`src/rtl/scroll_pkg.sv`:
```
// Shared definitions for the hex scroller: FSM state encoding (also the
// leds[9:8] code), the blank segment pattern and the 0-F segment table.
// Segment bytes are active-low {dp,g,f,e,d,c,b,a}. The dp bit is always 1 (off).
package scroll_pkg;
  typedef enum logic [1:0] {
    IDLE   = 2'b00,
    SCROLL = 2'b01,
    HOLD   = 2'b10
  } state_t;

  localparam int NUM_DIGITS = 6;

  localparam logic [7:0] SEG_BLANK = 8'hFF;

  // Index 0 is the last entry in the concatenation.
  localparam logic [15:0][7:0] SEG_TABLE = {
    8'h8E, 8'h86, 8'hA1, 8'hC6, 8'h83, 8'h88, 8'h90, 8'h80,
    8'hF8, 8'h82, 8'h92, 8'h99, 8'hB0, 8'hA4, 8'hF9, 8'hC0
  };
endpackage

```
`src/rtl/seg7_decode.sv`:
```
// Combinational hex digit to 7-segment decoder.
//   digit : hex value 0-F
//   blank : force all segments off
//   seg   : active-low {dp,g,f,e,d,c,b,a}
module seg7_decode
  import scroll_pkg::*;
(
  input  logic [3:0] digit,
  input  logic       blank,
  output logic [7:0] seg
);
  assign seg = blank ? SEG_BLANK : SEG_TABLE[digit];
endmodule

```
`src/rtl/hex_scroll_ctrl.sv`:
```
// Scrolls a MSG_LEN-digit hex message across six 7-segment displays.
//   clk, rst      : clock and asynchronous active-high reset
//   switch[0]     : enable, switch[1]: direction (1 = right), switch[9:8]: speed
//   key[1:0]      : active-low buttons, [0] pause/resume and [1] restart
//   leds          : [7:0] one-hot pointer (0 in IDLE), [9:8] state code
//   hex0..hex5    : registered segment outputs, hex5 shows digit ptr
module hex_scroll_ctrl
  import scroll_pkg::*;
#(
  parameter int          TICK_DIV = 50_000_000,
  parameter int          MSG_LEN  = 8,
  parameter logic [31:0] MSG      = 32'h0000_0000
) (
  input  logic       clk,
  input  logic       rst,
  input  logic [9:0] switch,
  input  logic [1:0] key,
  output logic [9:0] leds,
  output logic [7:0] hex0,
  output logic [7:0] hex1,
  output logic [7:0] hex2,
  output logic [7:0] hex3,
  output logic [7:0] hex4,
  output logic [7:0] hex5
);
  localparam int CW = $clog2(TICK_DIV);
  localparam int PW = $clog2(MSG_LEN);
  localparam logic [31:0]     TDIV    = 32'(TICK_DIV);
  localparam logic [7:0][3:0] MSG_DIG = MSG;

  // Synchronizers. key_s3 is the edge-detect history. The pulse is
  // registered, so a pin fall reaches the FSM three edges later.
  logic [9:0] sw_s1, sw_s2;
  logic [1:0] key_s1, key_s2, key_s3, key_pls;

  always_ff @(posedge clk or posedge rst) begin
    if (rst) begin
      sw_s1   <= '0;
      sw_s2   <= '0;
      key_s1  <= 2'b11;
      key_s2  <= 2'b11;
      key_s3  <= 2'b11;
      key_pls <= '0;
    end else begin
      sw_s1   <= switch;
      sw_s2   <= sw_s1;
      key_s1  <= key;
      key_s2  <= key_s1;
      key_s3  <= key_s2;
      key_pls <= key_s3 & ~key_s2;
    end
  end

  state_t          state, state_n;
  logic [PW-1:0]   ptr, ptr_n;
  logic [CW-1:0]   cnt, cnt_n;
  logic [31:0]     period;
  logic            tick;
  logic [PW-1:0]   ptr_inc, ptr_dec;

  assign period  = TDIV >> sw_s2[9:8];
  // ">=" lets a shrinking period fire immediately.
  assign tick    = (state == SCROLL) && (32'(cnt) >= period - 32'd1);
  assign ptr_inc = (ptr == PW'(MSG_LEN - 1)) ? '0 : ptr + 1'b1;
  assign ptr_dec = (ptr == '0) ? PW'(MSG_LEN - 1) : ptr - 1'b1;

  always_ff @(posedge clk or posedge rst) begin
    if (rst) begin
      state <= IDLE;
      ptr   <= '0;
      cnt   <= '0;
    end else begin
      state <= state_n;
      ptr   <= ptr_n;
      cnt   <= cnt_n;
    end
  end

  // Restart beats pause when both pulse together. HOLD freezes the counter,
  // so a resume continues the interrupted period.
  always_comb begin
    state_n = state;
    ptr_n   = ptr;
    cnt_n   = cnt;
    if (!sw_s2[0]) begin
      state_n = IDLE;
      cnt_n   = '0;
    end else begin
      case (state)
        IDLE: begin
          state_n = SCROLL;
          ptr_n   = '0;
          cnt_n   = '0;
        end
        SCROLL, HOLD: begin
          if (key_pls[1]) begin
            state_n = SCROLL;
            ptr_n   = '0;
            cnt_n   = '0;
          end else if (key_pls[0]) begin
            state_n = (state == SCROLL) ? HOLD : SCROLL;
          end else if (state == SCROLL) begin
            if (tick) begin
              cnt_n = '0;
              ptr_n = sw_s2[1] ? ptr_dec : ptr_inc;
            end else begin
              cnt_n = cnt + 1'b1;
            end
          end
        end
        default: state_n = IDLE;
      endcase
    end
  end

  // Display window. hexN shows digit (ptr + 5 - N) mod MSG_LEN.
  logic [NUM_DIGITS-1:0][3:0] win_dig;
  logic [NUM_DIGITS-1:0][7:0] seg_raw;
  logic [NUM_DIGITS-1:0][7:0] hex_q;
  logic [9:0]                 leds_q;
  logic                       idle;

  assign idle = (state == IDLE);

  for (genvar h = 0; h < NUM_DIGITS; h++) begin : g_win
    logic [3:0] sum, idx;
    assign sum        = 4'(ptr) + 4'(NUM_DIGITS - 1 - h);
    assign idx        = (sum >= 4'(MSG_LEN)) ? sum - 4'(MSG_LEN) : sum;
    assign win_dig[h] = MSG_DIG[idx[2:0]];
  end

  seg7_decode u_dec [NUM_DIGITS-1:0] (
    .digit (win_dig),
    .blank ({NUM_DIGITS{idle}}),
    .seg   (seg_raw)
  );

  always_ff @(posedge clk or posedge rst) begin
    if (rst) begin
      hex_q  <= {NUM_DIGITS{SEG_BLANK}};
      leds_q <= '0;
    end else begin
      hex_q  <= seg_raw;
      leds_q <= idle ? 10'd0 : {state, 8'(8'd1 << ptr)};
    end
  end

  assign leds = leds_q;
  assign hex0 = hex_q[0];
  assign hex1 = hex_q[1];
  assign hex2 = hex_q[2];
  assign hex3 = hex_q[3];
  assign hex4 = hex_q[4];
  assign hex5 = hex_q[5];
endmodule
```
`config.mk`:
```
export PLATFORM = sky130hd
export DESIGN_NAME = hex_scroll_ctrl
export DESIGN_NICKNAME = d
export VERILOG_FILES = /design/src/rtl/scroll_pkg.sv /design/src/rtl/seg7_decode.sv /design/src/rtl/hex_scroll_ctrl.sv
export SDC_FILE = /design/constraint.sdc
export NUM_CORES = 1
export LEC_CHECK = 0
export BUFFER_PORTS_ARGS = -buffer_cell sky130_fd_sc_hd__buf_2
export CORE_ASPECT_RATIO = 1.75
export CORE_MARGIN = 4
export CORE_UTILIZATION = 40
export DETAILED_ROUTE_END_ITERATION = 7
export SYNTH_ARGS = -nofsm -noshare
export SYNTH_HDL_FRONTEND = slang
export SYNTH_HIERARCHICAL = 1
export SYNTH_SLANG_ARGS = --single-unit
```
`constraint.sdc`:
```
create_clock -name clk -period 7.8 [get_ports clk]
set_input_delay 0.78 -clock clk [delete_from_list [all_inputs] [get_ports clk]]
set_output_delay 0.78 -clock clk [all_outputs]
set_load 0.02 [all_outputs]
```
==> impl_metrics.env <==
export IMPL_p_int_mw=1.220
export IMPL_first_global_vias=4967
export IMPL_nFillCells=1511
export IMPL_timing_hold_violations_final=0
export IMPL_grt_antenna_before_repair=0
export IMPL_cp_start_kind="register"
export IMPL_ys_async_sr_fraction_pct=100.0
export IMPL_initial_core_util_pct=40.68
export IMPL_placement_io_buffers=65
export IMPL_share_clk_of_total_power_pct=23.1
export IMPL_static_leakage_power_nw=3.497
export IMPL_synth_largest_area_cell="sky130_fd_sc_hd__dfstp_2"
export IMPL_h_tree_depth=3
export IMPL_total_setup_violations_reported_at_the_end_of_the_flow=0
export IMPL_power_density_cell_area_nw_per_um2=259.2
export IMPL_numClockSinks=105
export IMPL_worstPathArrival_ns=3.82
export IMPL_number_of_buffers_inserted_for_hold_repair_after_clock_tree_synthesis=0
export IMPL_cts_tree="built"
export IMPL_worstSetupEndpointType="register"
export IMPL_num_nets_final=849
export IMPL_totalPowerFinal_mw=1.946
export IMPL_post_synth_top_area_fraction_pct=21.87
export IMPL_crit_reg2reg_launch="sw_s2[8]"
export IMPL_clk_insertion_delay_late_ns=0.34
export IMPL_postSynthCellCount=603
export IMPL_die_height_um=176.5
export IMPL_crit_reg2reg_capture="cnt[21]"
export IMPL_synth_area_um2=6489
export IMPL_tightest_hold_check_type="register to register"
export IMPL_ant_nets=0
export IMPL_report_final_slew_viol_count=0
export IMPL_first_pass_iters=6
export IMPL_p_comb_share_pct=37.0
export IMPL_fp_row_count=61
export IMPL_design_core_area_um2=15950
export IMPL_power_switching_mw=0.7254
export IMPL_period_utilisation_layout_pct=46.08
export IMPL_final_setup_tns_ns=0
export IMPL_critPathKind="register to register"
export IMPL_worst_rel_slew_slack_pct=49.20
export IMPL_ys_types=68
export IMPL_grt_max_degree=55
export IMPL_instances_no_fill=954
export IMPL_synth_enable_flop_cells=0
export IMPL_route_vias_total=4785
export IMPL_reg2reg_setup_slack_ns=4.21
export IMPL_drt_wl_total_um=13700
export IMPL_cts_repair_timing_setup_buffer_count=0
export IMPL_synthAdderAreaFrac_pct=14.46
export IMPL_worstRegToRegCells=12
export IMPL_drt_iter0_markers=131
export IMPL_min_period_ns=3.594
export IMPL_syn_area_per_cell_um2=10.76
export IMPL_synth_top_family_by_area="compound AO/OA/AOI/OAI gates"
export IMPL_cp_data_required_time_ns=8.02
export IMPL_synth_ff_type="sky130_fd_sc_hd__dfstp_2"
export IMPL_irDropWorstVdd_v=0.0001148
export IMPL_result_of_the_run="finished, final reports clean"
export IMPL_grt_setup_unrepaired="no"
export IMPL_routedWlPerCell_um=14.36
export IMPL_seqCellArea_um2=2695
export IMPL_postSynthRegisterBits=105
export IMPL_max_clock_freq_ghz=0.2782
export IMPL_post_synth_mux_area_share_pct=5.168
export IMPL_global_route_usage_total_pct=15.25
export IMPL_cap_viol_max_count=0
export IMPL_globalRouteOverflowTotal=0
export IMPL_antennaDiodeCount=0
export IMPL_floorplan_die_area_um2=18400
export IMPL_drive_above_1_share_pct=23.27
export IMPL_dpl_hpwl_um=9999
export IMPL_areaGrowthSynthToFinish_pct=15.68
export IMPL_yosysMostFrequentCell="sky130_fd_sc_hd__ha_1"
export IMPL_worst_slew_pin_slew_ns=0.7620
export IMPL_floorplan_die_width_um=104.3
export IMPL_worst_path_clk_slew_ns=0.07
export IMPL_multi_input_area_um2=3786
export IMPL_power_switching_fraction_pct=37.28
export IMPL_synth_compound_area_share_pct=16.33
export IMPL_routed_via_density=5.016
export IMPL_worst_setup_path_endpoint="cnt[21]"
export IMPL_globalplace_congestion=0.8306
export IMPL_max_fanout_on_critical_path=19
export IMPL_drt_drc_violations_left=0
export IMPL_io_pins=72
export IMPL_post_synth_xor_area_fraction_pct=0.4049
export IMPL_cts_path_max_buffers=2
export IMPL_ys_top_cells_by_count="sky130_fd_sc_hd__ha_1, sky130_fd_sc_hd__dfstp_2, sky130_fd_sc_hd__dfrtp_1"
export IMPL_postLayoutCoreUtil_pct=47.05
export IMPL_share_of_synthesized_cell_area_in_and_or_nand_and_nor_gates_pct=15.23
export IMPL_numPlacedInstances=938
export IMPL_p_seq_share_pct=39.9
export IMPL_critPathLaunch="sw_s2[8]"
export IMPL_synth_area_top_cells="sky130_fd_sc_hd__dfstp_2, sky130_fd_sc_hd__dfrtp_1, sky130_fd_sc_hd__ha_1, sky130_fd_sc_hd__mux2i_1, sky130_fd_sc_hd__buf_6"
export IMPL_grt_first_pass_wirelength_um=23200
export IMPL_worst_clock_skew_ns=0.008642
export IMPL_post_cts_resized_instances=0
export IMPL_tritoncts_num_buffers=9
export IMPL_synthesis_yosys_warnings=6
export IMPL_cts_root_buffer_cell="sky130_fd_sc_hd__clkbuf_16"
export IMPL_ys_seq_area_share_pct=41.53
worst max-delay path, stage by stage (launching register included):
cell	delay, ns
sky130_fd_sc_hd__dfrtp_1	0.50
sky130_fd_sc_hd__inv_1	0.13
sky130_fd_sc_hd__nand2_1	0.13
sky130_fd_sc_hd__inv_1	0.05
sky130_fd_sc_hd__ha_1	0.29
sky130_fd_sc_hd__ha_1	0.32
sky130_fd_sc_hd__nand4_1	0.07
sky130_fd_sc_hd__o21ai_0	0.30
sky130_fd_sc_hd__a2111oi_4	0.15
sky130_fd_sc_hd__o311ai_4	0.42
sky130_fd_sc_hd__o31a_1	0.69
sky130_fd_sc_hd__a2bb2oi_1	0.31
sky130_fd_sc_hd__o31ai_2	0.10
layout by cell type (no fill, tap or decap), types with 6 or more instances in the layout:
cell type                     n
sky130_fd_sc_hd__a311o_1      6
sky130_fd_sc_hd__o221ai_1     7
sky130_fd_sc_hd__nor3b_1      7
sky130_fd_sc_hd__and3_1       8
sky130_fd_sc_hd__inv_1       36
sky130_fd_sc_hd__nor3_1      23
sky130_fd_sc_hd__ha_1        74
sky130_fd_sc_hd__nand3_1     12
sky130_fd_sc_hd__nor2b_1     17
sky130_fd_sc_hd__nand4_1      6
sky130_fd_sc_hd__mux2i_1     20
sky130_fd_sc_hd__conb_1     116
sky130_fd_sc_hd__dfrtp_1     51
sky130_fd_sc_hd__o31ai_2      7
sky130_fd_sc_hd__buf_2       65
sky130_fd_sc_hd__clkbuf_16   10
sky130_fd_sc_hd__dfstp_2     54
sky130_fd_sc_hd__o21ai_0     23
sky130_fd_sc_hd__nor2_1      22
sky130_fd_sc_hd__nand2b_1    15
sky130_fd_sc_hd__a221o_1     12
sky130_fd_sc_hd__a2bb2oi_1    7
sky130_fd_sc_hd__a32oi_1     12
sky130_fd_sc_hd__or2_2        6
sky130_fd_sc_hd__a211o_1      6
sky130_fd_sc_hd__a21oi_1     19
sky130_fd_sc_hd__mux2_1      12
sky130_fd_sc_hd__nand2_1     41
per-layer routing:
metal	vias up	GRT usage (%)	wire length, um
met3	30	2.378	345
met5	-	0	0
li1	2351	-	-
met2	78	28.83	7517
met1	2326	16.49	5425
met4	0	6.988	409
state kept, by name, indices dropped and copies added (netlist names), 3 cells and up:
register,flops
hex3,8
hex2,8
sw_s1,4
hex1,8
hex0,8
sw_s2,4
leds,10
ptr,3
cnt,26
hex4,8
hex5,8
final cells by class:
cell class / count / area share [%]
inverter: 37 / 1.884
clock buffer: 12 / 3.567
multi-input combinational: 538 / 50.44
timing repair buffer: 69 / 4.734
clock inverter: 4 / 0.3167
tap: 189 / 3.151
sequential: 105 / 35.91
cells by family (layout without fill, tap and decap cells):
family          count (synthesis)  count (layout)
compound gates                129             129
flops                         105             105
xor+xnor                        3               3
simple gates                  183             183
fa+ha+maj                      75              75
mux                            32              32
other cells                     8             116
buf+inv                        68             122
worst min-delay path by stage:
| stage | from | endpoint | slack, ns | depth (start not counted) |
|---|---|---|---|---|
| finish | key_s1[0] | key_s2[0] | 0.36 | 0 |
| global route | key_s1[0] | key_s2[0] | 0.36 | 0 |
| CTS | key_s1[0] | key_s2[0] | 0.36 | 0 |
| detailed placement | sw_s1[8] | sw_s2[8] | 0.34 | 0 |
| global placement | sw_s1[0] | sw_s2[0] | 0.34 | 0 |
| floorplan | sw_s1[0] | sw_s2[0] | 0.33 | 0 |
stage by stage:
stage / setup slack [ns] / area, um2 / hold slack, ns
after floorplan: 4.349 / 6894 / 0.3312
after global placement: 4.280 / 7214 / 0.3426
after detailed placement: 4.266 / 7214 / 0.3442
after CTS: 4.182 / 7506 / 0.3592
after global routing: 3.937 / 7506 / 0.3639
final: 4.206 / 7506 / 0.3566
power by group through the flow:
stage	clock, mW	sequential, mW	combinational, mW
finish	0.449	0.776	0.721
floorplan	0	0.929	0.382
detailed placement	0	0.786	0.713
global placement	0	0.782	0.704
global route	0.485	0.791	0.786
CTS	0.467	0.779	0.717
(Power assumes the default switching activity.)
